### src/rtl/uc_mem_pkg.sv
// rtl/uc_mem_pkg.sv - shared constants for the microcontroller data memory
// Holds the clear-sequencer state encoding, the collision mode codes and
// the default word/address widths of the 8-bit microcontroller.
package uc_mem_pkg;

    localparam int UC_DATA_W = 8;
    localparam int UC_ADDR_W = 6;

    // Clear-sequencer states; one bit is enough for two states.
    localparam logic [0:0] ST_IDLE  = 1'b0;
    localparam logic [0:0] ST_CLEAR = 1'b1;

    // Same-address read/write collision behaviour.
    localparam int MODE_RD_FIRST = 0;
    localparam int MODE_WR_FIRST = 1;

endpackage

### src/rtl/sram_clr_fsm.sv
// rtl/sram_clr_fsm.sv - clear sweep sequencer for the data SRAM
// Ports:
//   clk, arst        clock, asynchronous active-high reset
//   clk_valid        clock-enable qualifier for every state change
//   clr_req          one-cycle request to start a new sweep (ignored while sweeping)
//   busy             sweep in progress; also the clear write enable
//   clr_done         one qualified-cycle pulse after the final clear write
//   clr_ptr          address being cleared this cycle
module sram_clr_fsm
    import uc_mem_pkg::*;
#(
    parameter int ADDR_W = UC_ADDR_W,
    parameter int DEPTH  = 2 ** ADDR_W
) (
    input  logic              clk,
    input  logic              arst,
    input  logic              clk_valid,
    input  logic              clr_req,
    output logic              busy,
    output logic              clr_done,
    output logic [ADDR_W-1:0] clr_ptr
);

    localparam logic [ADDR_W-1:0] LAST_ADDR = ADDR_W'(DEPTH - 1);

    logic [0:0] state;

    // Reset lands in CLEAR so the array is swept after every reset release.
    always_ff @(posedge clk or posedge arst) begin
        if (arst) begin
            state    <= ST_CLEAR;
            clr_ptr  <= '0;
            clr_done <= 1'b0;
        end else if (clk_valid) begin
            clr_done <= 1'b0;
            case (state)
                ST_CLEAR: begin
                    if (clr_ptr == LAST_ADDR) begin
                        state    <= ST_IDLE;
                        clr_ptr  <= '0;
                        clr_done <= 1'b1;
                    end else begin
                        clr_ptr <= clr_ptr + 1'b1;
                    end
                end
                ST_IDLE: begin
                    if (clr_req) begin
                        state   <= ST_CLEAR;
                        clr_ptr <= '0;
                    end
                end
                default: state <= ST_IDLE;
            endcase
        end
    end

    assign busy = (state == ST_CLEAR);

endmodule

### src/rtl/sram_dp_clr.sv
// rtl/sram_dp_clr.sv - dual-port data SRAM with registered reads and clear sweep
// Ports:
//   clk, arst                  clock, asynchronous active-high reset
//   clk_valid                  clock-enable qualifier for all state
//   clr_req                    start a clear sweep (IDLE only)
//   a_en/a_we/a_addr/a_wdata   port A read/write request
//   a_rdata/a_rvalid           port A registered read result
//   b_en/b_addr                port B read request
//   b_rdata/b_rvalid           port B registered read result
//   busy                       clear sweep in progress
//   clr_done                   pulse when a sweep completes
module sram_dp_clr
    import uc_mem_pkg::*;
#(
    parameter int                DATA_W   = UC_DATA_W,
    parameter int                ADDR_W   = UC_ADDR_W,
    parameter int                DEPTH    = 2 ** ADDR_W,
    parameter int                WR_FIRST = MODE_RD_FIRST,
    parameter logic [DATA_W-1:0] CLR_VAL  = '0
) (
    input  logic              clk,
    input  logic              arst,
    input  logic              clk_valid,
    input  logic              clr_req,
    input  logic              a_en,
    input  logic              a_we,
    input  logic [ADDR_W-1:0] a_addr,
    input  logic [DATA_W-1:0] a_wdata,
    output logic [DATA_W-1:0] a_rdata,
    output logic              a_rvalid,
    input  logic              b_en,
    input  logic [ADDR_W-1:0] b_addr,
    output logic [DATA_W-1:0] b_rdata,
    output logic              b_rvalid,
    output logic              busy,
    output logic              clr_done
);

    localparam logic [ADDR_W:0] DEPTH_L  = (ADDR_W + 1)'(DEPTH);
    localparam bit              WR_FIRST_MODE = (WR_FIRST == MODE_WR_FIRST);

    logic [DATA_W-1:0] mem [DEPTH];

    logic [ADDR_W-1:0] clr_ptr;
    logic              a_in_range;
    logic              b_in_range;
    logic              a_wr;
    logic [DATA_W-1:0] a_rd_next;
    logic [DATA_W-1:0] b_rd_next;

    sram_clr_fsm #(
        .ADDR_W (ADDR_W),
        .DEPTH  (DEPTH)
    ) u_fsm (
        .clk       (clk),
        .arst      (arst),
        .clk_valid (clk_valid),
        .clr_req   (clr_req),
        .busy      (busy),
        .clr_done  (clr_done),
        .clr_ptr   (clr_ptr)
    );

    assign a_in_range = ({1'b0, a_addr} < DEPTH_L);
    assign b_in_range = ({1'b0, b_addr} < DEPTH_L);

    // Port A writes only land outside a sweep and inside the array.
    assign a_wr = a_en & a_we & ~busy & a_in_range;

    // Read data selection: a sweep masks the array with CLR_VAL, holes above
    // DEPTH read as zero, and write-first mode forwards the port A write data.
    always_comb begin
        a_rd_next = '0;
        if (busy) begin
            a_rd_next = CLR_VAL;
        end else if (a_in_range) begin
            if (WR_FIRST_MODE && a_wr) a_rd_next = a_wdata;
            else                       a_rd_next = mem[a_addr];
        end
    end

    always_comb begin
        b_rd_next = '0;
        if (busy) begin
            b_rd_next = CLR_VAL;
        end else if (b_in_range) begin
            if (WR_FIRST_MODE && a_wr && (a_addr == b_addr)) b_rd_next = a_wdata;
            else                                             b_rd_next = mem[b_addr];
        end
    end

    // Array has no reset so it maps onto block RAM; the sweep clears it.
    // Single write port: the clear write wins over port A.
    always_ff @(posedge clk) begin
        if (clk_valid) begin
            if (busy) begin
                mem[clr_ptr] <= CLR_VAL;
            end else if (a_wr) begin
                mem[a_addr] <= a_wdata;
            end
        end
    end

    always_ff @(posedge clk or posedge arst) begin
        if (arst) begin
            a_rdata  <= '0;
            a_rvalid <= 1'b0;
            b_rdata  <= '0;
            b_rvalid <= 1'b0;
        end else if (clk_valid) begin
            a_rvalid <= a_en;
            b_rvalid <= b_en;
            if (a_en) a_rdata <= a_rd_next;
            if (b_en) b_rdata <= b_rd_next;
        end
    end

endmodule
### config.mk
export PLATFORM = sky130hd
export DESIGN_NAME = sram_dp_clr
export DESIGN_NICKNAME = d
export VERILOG_FILES = /design/src/rtl/uc_mem_pkg.sv /design/src/rtl/sram_clr_fsm.sv /design/src/rtl/sram_dp_clr.sv
export SDC_FILE = /design/constraint.sdc
export NUM_CORES = 1
export LEC_CHECK = 0
export CAP_MARGIN = 30
export CELL_PAD_IN_SITES_DETAIL_PLACEMENT = 1
export CELL_PAD_IN_SITES_GLOBAL_PLACEMENT = 1
export CORE_MARGIN = 4
export CORE_UTILIZATION = 48
export DETAILED_ROUTE_END_ITERATION = 10
export MAX_ROUTING_LAYER = met4
export PLACE_DENSITY_LB_ADDON = 0.1
export SLEW_MARGIN = 10
export SYNTH_ARGS = -nofsm -noshare
export SYNTH_HDL_FRONTEND = slang
export SYNTH_SLANG_ARGS = --single-unit
### constraint.sdc
create_clock -name clk -period 4.37 [get_ports clk]
set_input_delay 1.0925 -clock clk [delete_from_list [all_inputs] [get_ports clk]]
set_output_delay 1.0925 -clock clk [all_outputs]
set_load 0.05 [all_outputs]
==> summary.md <==
| Metric | Value |
|---|---|
| Outcome | `completed` |
| Initial core utilization | `0.4845` |
| Detail-routed net length per standard cell | `35.38 um` |
| Number of buffers added by the clock tree synthesis step | `56` |
| Transition at the pin with the smallest max-transition slack | `0.9175 ns` |
| Die X-Extent | `238.3 um` |
| # nets final | `1527` |
| Overall fraction of global-route tracks in use | `0.2889` |
| Per-cell via count in the routed design | `6.708` |
| Commonest non-fill, non-tap cell in the layout | `sky130_fd_sc_hd__edfxtp_1` |
| Number of register bits inferred by synthesis | `538` |
| Total Wirelength | `79040 um` |
| Gates resized, CTS repair | `0` |
| Insertion delay of the later-clocked pin in the worst-skew pair | `0.62 ns` |
| Peak supply drop | `0.3304 mV` |
| Design Area, Final | `29380 sq um` |
| Number of warning messages in the yosys log | `0` |
| Vias in the first global route | `15480` |
| Final setup violation count | `0` |
| Critical path capture point type | `flip-flop` |
| Count of input and output buffers | `46` |
| Leading register cell type out of synthesis | `sky130_fd_sc_hd__edfxtp_1` |
| Mapped Area | `25460 sq um` |
| Core outline area | `52550 sq um` |
| Worst slew margin | `0.3725` |
| Minimum hold slack | `0.5429 ns` |
| Max FO, Critical Path | `15` |
| Final core occ | `0.5591` |
| Unique cell type count in the Yosys netlist | `55` |
| Post-Synthesis Net Count | `1390` |
| DP Area | `27470 sq um` |
| Unrepaired setup endpoints after global routing | `false` |
| Setup Crit Path Kind | `in2reg` |
| Kind of path behind the tightest hold check | `reg2reg` |
| Worst-path clk slew | `0.06 ns` |
| Area grow syn2layout | `15.39%` |
| Share of cells above drive strength 1 | `0.2960` |
| Number of vias after detailed routing | `14990` |
| Largest buffer count on any clock path | `3` |
| DR iter-0 viols | `1874` |
| Clock period minus final worst setup slack | `3.511 ns` |
| Max-slew violation count | `0` |
| Half-perimeter wire length after placement | `52830 um` |
| Number of H-tree levels | `2` |
| Data arrival time at the worst-slack endpoint | `4.05 ns` |
| First-pass DRT Iterations | `5` |
| Die extent in y | `238.3 um` |
| Die Footprint | `56800 sq um` |
| Number of antenna violations at the first check in global routing | `2` |
| Count of mapped cells out of synthesis | `1362` |
| Worst hold start | `a_rvalid$_DFFE_PP0P_` |
| CTS Hold Buffers Added | `0` |
| EDFF count, synth | `512` |
| Sinks on the clock net | `538` |
| Highest-count cells in the layout ignoring fill and taps | `sky130_fd_sc_hd__edfxtp_1, sky130_fd_sc_hd__mux4_2, sky130_fd_sc_hd__buf_4` |
| Post-synthesis area per instance | `18.70 sq um` |
| Total Power | `12.97 mW` |
| Final weighted congestion of routability-driven global placement | `0.9210` |
| Final period util | `0.8035` |
| Share of async-settable or async-resettable flops after synthesis | `0.04833` |
| Fmax | `284.8 MHz` |
| TritonCTS clock tree | `yes` |
| Grt ovf | `0` |
| CP startpoint kind | `input port` |
| Remaining DRCs | `0` |
| Post-CTS Setup Inserts | `0` |
| Fin Setup TNS | `0 ns` |
| Largest net degree at the start of global routing | `65` |
| Endpoints failing hold | `0` |
| Ratio of total power to cell area | `441.5 nW/um^2` |
| Crit. Startpoint | `clk_valid` |
| Register area share after synthesis | `0.6294` |
| Count of max-cap constraint violations | `0` |
| Leak Pwr | `9.383 nW` |
| Worst reg2reg startpoint | `u_fsm.busy$_DFFE_PP1P_` |
| Cell at the root of the clock tree | `sky130_fd_sc_hd__clkbuf_16` |
| Top Ports | `47` |
| Skew final | `0.03438 ns` |
| Remaining number of nets flagged by the antenna check after routing | `0` |
| Row cnt | `84` |
| Global-route wire length before repair | `114100 um` |
| Endpoint required time on the critical path | `4.91 ns` |
## final timing paths
path	end	slack, ns	cells past startpoint
hold reg to reg	a_rvalid$_DFFE_PP0P_	0.54	2
hold / removal	a_rvalid$_DFFE_PP0P_	0.54	2
max in group asynchronous	a_rdata[3]$_DFFE_PP0P_	2.97	3
setup / recovery	a_rdata[4]$_DFFE_PP0P_	0.86	7
min in group asynchronous	u_fsm.clr_ptr[0]$_DFFE_PP0P_	0.87	2
setup reg to reg	mem[47][0]$_DFFE_PP_	1.38	6
## synthesized netlist by cell type, drive strengths merged (5+ instances only)
master  number  area [sq um]
a211o        5         43.79
a211oi       5         37.54
a21oi       16         80.08
a22o         9         78.83
a22oi       49         367.9
a32oi        5         43.79
and2        16         100.1
buf         65         401.6
clkbuf      35         131.4
dfrtp       25         625.6
edfxtp     512         15370
inv          6         22.52
mux2i      104          1041
mux4       252          5784
nand2       70         262.8
nand2b       7         43.79
nand3       23         115.1
nor2        72         270.3
nor2b       15         93.84
o2111a       6         67.56
o21ai       12         60.05
## stage by stage
step / instances / setup WS [ns]
after floorplan: 1362 / 1.095
after global placement: 2128 / 0.3201
final: 2234 / 0.8586
after CTS: 2232 / 0.9266
after detailed placement: 2129 / 0.2921
after global routing: 2234 / 0.7636
## sequential cells by signal, summed over array words and instances, names as in the netlist
signal	count
a_rdata	8
a_rvalid	1
b_rdata	8
b_rvalid	1
mem	512
u_fsm.busy	1
u_fsm.clr_done	1
u_fsm.clr_ptr	6
## area by class of cell
| cell class | count | area (sq um) |
|---|---|---|
| clock inverter | 27 | 360.3 |
| fill | 4685 | 23170 |
| antenna | 2 | 5.005 |
| timing repair buffer | 179 | 1667 |
| multi-input combinational | 718 | 8891 |
| clock buffer | 76 | 1548 |
| sequential | 538 | 16030 |
| inverter | 6 | 22.52 |
| tap | 688 | 860.8 |
## critical path, stage by stage
cell and delay [ns]:
sky130_fd_sc_hd__clkdlybuf4s50_1 0.58, sky130_fd_sc_hd__buf_4 0.24, sky130_fd_sc_hd__nand2_1 0.33, sky130_fd_sc_hd__or3_1 0.62
sky130_fd_sc_hd__a2111oi_0 0.85, sky130_fd_sc_hd__buf_4 0.24, sky130_fd_sc_hd__a211o_1 0.10
## power by group
group / total (mW) / internal (mW) / leakage [nW] / switching, mW
Combinational: 1.87 / 0.714 / 3.84 / 1.16
Sequential: 6.10 / 5.88 / 4.61 / 0.223
Clock: 5.00 / 3.00 / 0.929 / 2.00
Total: 13.0 / 9.59 / 9.38 / 3.38
## routing by layer
layer  wire [um]  GRT usage  vias to the layer above
li1            -          -                     6052
met1       33220     0.4111                     8093
met2       37140     0.4361                      736
met3        7017    0.06403                      104
met4        1666    0.06561                        0
met5           0          -                        -
## cells by family after synthesis
kind of cell | count (synthesis) | synth area share
buffers and inverters | 106 | 0.02182
AO/OA/AOI/OAI | 130 | 0.03754
flip-flops | 538 | 0.6294
AND/OR/NAND/NOR | 230 | 0.04226
adder cells (fa/ha/maj) | 1 | 0.0004913
multiplexers | 357 | 0.2685
Power figures use the tool's default switching activity.
